### config.mk
export PLATFORM = sky130hd
export DESIGN_NAME = bias_activation
export DESIGN_NICKNAME = d
export VERILOG_FILES = /design/src/rtl/nn_pkg.sv /design/src/rtl/sat_add_act.sv /design/src/rtl/bias_activation.sv
export SDC_FILE = /design/constraint.sdc
export NUM_CORES = 1
export LEC_CHECK = 0
export BUFFER_PORTS_ARGS = -buffer_cell sky130_fd_sc_hd__buf_2
export CAP_MARGIN = 15
export CELL_PAD_IN_SITES_DETAIL_PLACEMENT = 1
export CELL_PAD_IN_SITES_GLOBAL_PLACEMENT = 1
export CORE_MARGIN = 1.5
export CORE_UTILIZATION = 36
export DETAILED_ROUTE_END_ITERATION = 7
export PLACE_DENSITY = 0.91
export SETUP_SLACK_MARGIN = 0.3
export SYNTH_ARGS = -nofsm -noshare
export SYNTH_HDL_FRONTEND = slang
export SYNTH_HIERARCHICAL = 1
export SYNTH_SLANG_ARGS = --single-unit
### constraint.sdc
create_clock -name clk -period 5.4 [get_ports clk]
set_input_delay 0.81 -clock clk [delete_from_list [all_inputs] [get_ports clk]]
set_output_delay 0.81 -clock clk [all_outputs]
set_load 0.05 [all_outputs]
### src/rtl/nn_pkg.sv
// Shared types for the neural-network datapath layers.
//   word_t       : signed 32-bit datapath word
//   WORD_MAX/MIN : saturation limits of word_t
//   act_e        : activation select
package nn_pkg;

    localparam int unsigned WORD_W = 32;

    typedef logic signed [WORD_W-1:0] word_t;

    localparam word_t WORD_MAX = word_t'(32'h7FFF_FFFF);
    localparam word_t WORD_MIN = word_t'(32'h8000_0000);

    typedef enum logic [0:0] {
        ACT_IDENTITY = 1'b0,
        ACT_RELU     = 1'b1
    } act_e;

endpackage

### src/rtl/sat_add_act.sv
// Saturating signed add followed by the selected activation (combinational).
//   a, b : signed operands
//   y_c  : activation(saturate(a + b))
module sat_add_act
    import nn_pkg::*;
#(
    parameter act_e ACT = ACT_RELU
) (
    input  word_t a,
    input  word_t b,
    output word_t y_c
);

    logic [WORD_W:0] sum_c;
    word_t           sat_c;

    // 33-bit sum; top two bits disagree exactly when the 32-bit result overflowed
    always_comb begin
        sum_c = {a[WORD_W-1], a} + {b[WORD_W-1], b};
        if (sum_c[WORD_W] != sum_c[WORD_W-1]) begin
            sat_c = sum_c[WORD_W] ? WORD_MIN : WORD_MAX;
        end else begin
            sat_c = sum_c[WORD_W-1:0];
        end
        if ((ACT == ACT_RELU) && sat_c[WORD_W-1]) begin
            y_c = '0;
        end else begin
            y_c = sat_c;
        end
    end

endmodule

### src/rtl/bias_activation.sv
// Serial bias-add + activation stage for one fully connected layer.
//   clk, rst (async, active-low)
//   enable   : level start, held for the whole pass
//   data_in  : linear-layer products [COUNT][OUTPUT_SIZE]
//   biases   : per-element bias [COUNT][OUTPUT_SIZE]
//   data_out : registered results, written one element per RUN cycle
//   busy     : high while in RUN
//   done     : pass complete, held until enable falls
module bias_activation
    import nn_pkg::*;
#(
    parameter int unsigned COUNT       = 1,
    parameter int unsigned OUTPUT_SIZE = 4,
    parameter int unsigned ACT         = 1
) (
    input  logic  clk,
    input  logic  rst,
    input  logic  enable,
    input  word_t data_in  [COUNT][OUTPUT_SIZE],
    input  word_t biases   [COUNT][OUTPUT_SIZE],
    output word_t data_out [COUNT][OUTPUT_SIZE],
    output logic  busy,
    output logic  done
);

    localparam int unsigned N  = COUNT * OUTPUT_SIZE;
    localparam int unsigned KW = (N > 1) ? $clog2(N) : 1;
    localparam int unsigned RW = (COUNT > 1) ? $clog2(COUNT) : 1;
    localparam int unsigned CW = (OUTPUT_SIZE > 1) ? $clog2(OUTPUT_SIZE) : 1;
    localparam act_e ACT_SEL   = (ACT == 1) ? ACT_RELU : ACT_IDENTITY;

    typedef enum logic [1:0] {
        S_IDLE = 2'd0,
        S_RUN  = 2'd1,
        S_DONE = 2'd2
    } state_e;

    state_e          state_q, state_d;
    logic [KW-1:0]   k_q, k_d;
    logic [RW-1:0]   row_q, row_d;
    logic [CW-1:0]   col_q, col_d;
    logic            busy_d, done_d;
    logic            we_c;
    word_t           a_c, b_c, res_c;

    // Next-state: row/col track k in row-major order so no divider is needed
    always_comb begin
        state_d = state_q;
        k_d     = k_q;
        row_d   = row_q;
        col_d   = col_q;
        we_c    = 1'b0;
        unique case (state_q)
            S_IDLE: begin
                if (enable) begin
                    state_d = S_RUN;
                    k_d     = '0;
                    row_d   = '0;
                    col_d   = '0;
                end
            end
            S_RUN: begin
                if (!enable) begin
                    state_d = S_IDLE;
                end else begin
                    we_c = 1'b1;
                    if (k_q == KW'(N - 1)) begin
                        state_d = S_DONE;
                    end else begin
                        k_d = k_q + KW'(1);
                        if (col_q == CW'(OUTPUT_SIZE - 1)) begin
                            col_d = '0;
                            row_d = row_q + RW'(1);
                        end else begin
                            col_d = col_q + CW'(1);
                        end
                    end
                end
            end
            S_DONE: begin
                if (!enable) begin
                    state_d = S_IDLE;
                end
            end
            default: state_d = S_IDLE;
        endcase
        busy_d = (state_d == S_RUN);
        // done lags the DONE entry by one edge and drops on the first low enable
        done_d = (state_q == S_DONE) && enable;
    end

    // Operand select for the current element
    always_comb begin
        a_c = '0;
        b_c = '0;
        for (int r = 0; r < int'(COUNT); r++) begin
            for (int c = 0; c < int'(OUTPUT_SIZE); c++) begin
                if ((row_q == RW'(r)) && (col_q == CW'(c))) begin
                    a_c = data_in[r][c];
                    b_c = biases[r][c];
                end
            end
        end
    end

    sat_add_act #(
        .ACT (ACT_SEL)
    ) u_sat_add_act (
        .a   (a_c),
        .b   (b_c),
        .y_c (res_c)
    );

    // State, index and status registers
    always_ff @(posedge clk or negedge rst) begin
        if (!rst) begin
            state_q <= S_IDLE;
            k_q     <= '0;
            row_q   <= '0;
            col_q   <= '0;
            busy    <= 1'b0;
            done    <= 1'b0;
        end else begin
            state_q <= state_d;
            k_q     <= k_d;
            row_q   <= row_d;
            col_q   <= col_d;
            busy    <= busy_d;
            done    <= done_d;
        end
    end

    // Output array: only the current element is written, others hold
    always_ff @(posedge clk or negedge rst) begin
        if (!rst) begin
            for (int r = 0; r < int'(COUNT); r++) begin
                for (int c = 0; c < int'(OUTPUT_SIZE); c++) begin
                    data_out[r][c] <= '0;
                end
            end
        end else if (we_c) begin
            for (int r = 0; r < int'(COUNT); r++) begin
                for (int c = 0; c < int'(OUTPUT_SIZE); c++) begin
                    if ((row_q == RW'(r)) && (col_q == CW'(c))) begin
                        data_out[r][c] <= res_c;
                    end
                end
            end
        end
    end

endmodule

== Yosys cells after proc, flatten, opt, wreduce, memory -nomap -nowiden ==
Cells that the tools add are included.
Widths: inputs -> output; s select.

* $add $sub $neg: 4
* Equal/unequal tests: 12
* Mux-type cells: 31
* Bitwise logic cells: 1
* Reduce and logical (&&, ||, !) cells: 14

{| class="wikitable"
|+ Operator list
! operator !! number
|-
| $mux 32 || 10
|-
| $add 32x32->33 || 1
|-
| $mux 31 || 1
|-
| $mux 2 || 10
|-
| $eq 2x2->1 const B || 4
|-
| $ne 2x2->1 const B || 4
|-
| $pmux 2 s2 || 2
|-
| $reduce_and 2->1 || 4
|-
| $eq 2x1->1 const B || 3
|-
| $mux 1 || 6
|-
| $pmux 2 s3 || 1
|-
| $logic_and 1x1->1 || 5
|-
| $reduce_and 5->1 || 1
|-
| $add 2x1->2 const B || 2
|-
| $logic_not 2->1 || 2
|-
| $reduce_and 4->1 || 1
|-
| $pmux 1 s2 || 1
|-
| $reduce_bool 2->1 || 1
|-
| $add 1x1->1 const B || 1
|-
| $ne 1x1->1 || 1
|-
| $not 1->1 || 1
|}

* Bits in registers: 137
* Input bits: 259
* Output and inout port bits: 130
* Logic and storage cells: 72

== Longest topological paths before layout ==
* Depth after elaboration: 10
* Depth in mapped cells: 20
* Gate-level depth less buffers: 17

== Modules after synthesis ==
The synthesis kept the hierarchy.

{| class="wikitable"
|+ By module, submodules not included
! module !! instances !! cells an instance !! area an instance (µm²) !! seq. area each (µm²)
|-
| bias_activation || 1 || 615 || 6944.2 || 3428.3
|-
| sat_add_act || 1 || 288 || 2095.8 || 0.0
|}

== Least setup slack after synthesis ==
Ideal clock, no wire load.

* Path kind: register to register
* Start point: register col_q[0]
* End point: register data_out[121] (netlist bit)
* Library setup time: 125 ps
* Arrival: 4083 ps
* Data required time: 5275 ps
* Slack: 1191 ps
* Stages on the path, launching flop included: 21
* Path buffers: 3
* Clock period less this slack: 4209 ps
* Path through: dfrtp_1 inv_1 ha_1 nor2b_1 buf_2 clkbuf_1 a221oi_1 o21ai_0 ha_1 fa_1 a21o_1 a311o_1 nand3_1 nand3_1 a31oi_1 a21oi_2 nand4_1 a31oi_4 buf_4 a21boi_1 mux2_4

* Cells in the longest elaborated chain, start to end: 10
* Elaborated cells on any way between the ends: 22
* Classes of those cells: add/sub (1); eq/ne (4); mux (11); reduce/logical (6)

{| class="wikitable"
|+ RTL lines
! element !! RTL line !! text
|-
| from (decl) || bias_activation.sv:41 || <nowiki>logic [CW-1:0] col_q, col_d;</nowiki>
|-
| from (signal assigned) || bias_activation.sv:127 || <nowiki>col_q <= col_d;</nowiki>
|-
| $logic_not 2->1 || bias_activation.sv:98 || <nowiki>if ((row_q == RW'(r)) && (col_q == CW'(c))) begin</nowiki>
|-
| $logic_and 1x1->1 || bias_activation.sv:98 ||
|-
| $mux 32 (3 in series) || bias_activation.sv:98 ||
|-
| $mux 32 * || bias_activation.sv:98 ||
|-
| named net a_c[0] || bias_activation.sv:44 || <nowiki>word_t a_c, b_c, res_c;</nowiki>
|-
| $add 32x32->33 * || sat_add_act.sv:19 || <nowiki>sum_c = {a[WORD_W-1], a} + {b[WORD_W-1], b};</nowiki>
|-
| $mux 32 / $ne 1x1->1 (equally long branches) || sat_add_act.sv:21, sat_add_act.sv:20 ||
|-
| $mux 32 * || sat_add_act.sv:20 || <nowiki>if (sum_c[WORD_W] != sum_c[WORD_W-1]) begin</nowiki>
|-
| $mux 31 * || sat_add_act.sv:25 || <nowiki>if ((ACT == ACT_RELU) && sat_c[WORD_W-1]) begin</nowiki>
|-
| named net res_c[25] || bias_activation.sv:44 ||
|-
| to (signal, indexed assignment) || bias_activation.sv:145 || <nowiki>data_out[r][c] <= res_c;</nowiki>
|-
| to (decl) || bias_activation.sv:21 || <nowiki>output word_t data_out [COUNT][OUTPUT_SIZE],</nowiki>
|}

Mark *: on every way through the listed nets, which the timed path passes. The rest lies on a longest branch.
A chain may end at the register's enable or synchronous reset.

== Worst setup path in the final report ==
* Start point: register col_q[1]
* End point: register data_out[125] (netlist bit)

The elaborated chain is that of the path after synthesis.

==> flow_metrics.py <==
metrics = {
    "drt": {
        "drt_iter0_drc": 568,
        "ant_nets": 0,
        "drcViolationCount": 0,
        "wl_per_cell_um": 23.57,
        "via_count": 9037,
        "wirelength_um": 37880,
        "first_pass_iters": 5,
        "vias_per_cell": 5.624,
    },
    "setup_path": {
        "end_kind": "flop",
        "worstPathArrival_ps": 5080,
        "r2r_start": "col_q[1]",
        "rrSetupSlack_ps": 620,
        "cp.required_ps": 5700,
        "r2r_end": "data_out[125]",
        "critPathKind": "flop to flop",
        "crit_path_max_fanout": 44,
        "r2r_cells": 15,
        "critPathLaunchType": "flop",
    },
    "synthesis": {
        "synth_compound_gate_area_share": 0.2368,
        "syn_nets": 1200,
        "synth_top_flop_cell": "dfrtp_1",
        "async_flop_share": 1.000,
        "synth_edf_count": 0,
        "syn_avg_cell_area_um2": 10.01,
        "synth_cell_types": 64,
        "synth-xor-area-share": 0.02519,
        "yosys_warnings": 6,
        "muxShareOfSynthArea": 0.1693,
        "syn-cell-area_um2": 9040,
        "synth_fa_ha_area_frac": 0.05343,
        "synth_cells": 903,
        "ys_ff_latch": 137,
        "seq_area_frac_synth": 0.3792,
        "synthSimpleGateAreaFrac": 0.08526,
        "synth_top_family_by_area": "compound AO/OA/AOI/OAI gates",
    },
    "placement": {
        "port_buffers": 388,
        "hpwl_um": 28390,
        "place_ws_ps": 246.1,
        "place_congestion": 0.8980,
    },
    "timing": {
        "hold_viol": 0,
        "rsz0062_at_grt": "no",
        "setup-tns-final_ps": 0,
        "max_freq_mhz": 209.2,
        "min_period_over_period": 0.8851,
        "skew_ps": 14.81,
        "slew_headroom": 0.3294,
        "finalMaxSlewViolations": 0,
        "worst_slack_ps": 620.2,
        "tightest_slew_ps": 1006,
        "post-route-min-period_ps": 4780,
        "finalSetupViolations": 0,
    },
    "flow_run": {
        "maxCapViolCount": 0,
    },
    "global_route": {
        "grt_pass1_wl_um": 56120,
        "grt-ovfl-total": 0,
        "antenna_found_initial": 9,
        "grt_usage": 0.2830,
        "grt_pass1_vias": 9586,
        "grt_max_degree": 108,
    },
    "die": {
        "die-area_um2": 26070,
        "rows": 57,
        "die_w_um": 161.5,
        "dieHeight_um": 161.5,
        "initial_core_util": 0.3695,
        "pin_count": 389,
        "core_area_um2": 24460,
    },
    "clock_network": {
        "clkLatencyLatePin_ps": 420,
        "clock_sinks": 137,
        "clockBufferDepth": 2,
        "cts_buffers": 17,
        "cts_tree": "done",
        "htree_num_levels": 4,
        "root_buffer": "clkbuf_16",
        "clk_pin_slew_ps": 70,
    },
    "cells_and_area": {
        "syn_to_final_growth_pct": 31.07,
        "drive_above_1_share": 0.4741,
        "layout_common_cells": "387 x buf_2, 140 x o21ai_0, 137 x dfrtp_1, 119 x mux2_2, 99 x nand2_1",
        "nets": 1560,
        "layout_commonest_cell": "buf_2",
    },
    "status": {
        "status": "complete, no violations",
    },
    "hold_path": {
        "min_path_type": "input pin to asynchronous set/reset pin",
    },
}
-- through the flow --
stage / util / instance area (µm²) / hold slack [ps] / std cells
2_1_floorplan: - / 9040 / 498.6 / 903
3_3_place_gp: 0.4554 / 11140 / 482.8 / 1562
3_5_place_dp: 0.4554 / 11140 / 488.0 / 1562
4_1_cts: 0.4794 / 11730 / 501.7 / 1594
5_1_grt: 0.4841 / 11840 / 506.9 / 1604
6_report: 0.4844 / 11850 / 494.9 / 1607
-- Yosys cell counts, types with 5 or more instances --
master,count,share of area
dfrtp_1,137,0.38
mux2_2,119,0.15
nand2b_1,6,0.0042
a21o_1,16,0.013
o21a_1,6,0.0050
clkbuf_1,38,0.016
nor2_1,10,0.0042
nand2_1,99,0.041
inv_1,10,0.0042
buf_2,12,0.0066
a21boi_1,24,0.020
nand3_1,10,0.0055
xnor2_1,13,0.013
xor2_1,13,0.013
mux2_4,10,0.017
a21oi_2,5,0.0048
nor2b_1,9,0.0062
nand4_1,6,0.0042
ha_1,37,0.051
o21ai_0,140,0.078
a221oi_1,64,0.062
buf_6,14,0.017
a21oi_1,33,0.018
-- cell type report --
type	count	area, µm²
Tap cell	324	405.4
Clock buffer	19	452.9
Antenna cell	7	17.52
Inverter	11	41.29
Clock inverter	13	135.1
Sequential cell	137	3428
Multi-Input combinational cell	690	5273
Timing Repair Buffer	406	2096
Fill cell	2900	12610
-- cells by family (layout without fill, tap and decap cells) --
family,count (synthesis),count (layout)
AOI/OAI and AO/OA,326,329
muxes,133,133
and+or+nand+nor,162,163
DFF,137,137
xor gates and xnor gates,26,26
adders and majority gates,38,38
other,1,8
buffers and inverters,80,449
-- per-layer routing --
layer	GRT usage	part of all wire
met5	0	0.00095
met4	0.1170	0.032
met3	0.07011	0.068
met2	0.4980	0.50
met1	0.3268	0.39
-- worst max-delay path, cell delays in order (launching register included) --
cell and delay, ps:
dfrtp_1 400, inv_1 110, ha_2 220, buf_4 430
buf_4 450, a221oi_1 150, o21ai_0 390, ha_1 360
nand2_1 140, nor4_1 350, a21oi_2 150, o21ai_2 190
mux2_4 320, and2_4 180, o41a_1 500, mux2_4 300
-- worst max path at each step --
stage	from	endpoint	slack [ps]	depth (start not counted)
floorplan	col_q[0]	data_out[121]	1190	20
global placement	col_q[0]	data_out[54]	550	15
detailed placement	col_q[0]	data_out[22]	250	15
CTS	col_q[0]	data_out[22]	210	15
global route	col_q[0]	data_out[79]	360	19
finish	col_q[1]	data_out[125]	620	15
-- flip-flops by register name (all words and copies together), names as in the netlist --
register  cells
data_out    128
done          1
state_q       2
k_q           2
busy          1
row_q         1
col_q         2
-- what timing repair did --
action,in CTS,in global routing
pin swaps,0,4
resized for setup,0,7
hold buffers,0,0
setup buffers,0,2
setup endpoints to repair,54,124
gates cloned,0,4
Power is not shown: default switching activity piles up to over one toggle a cycle in this logic, so the estimate is an artifact.
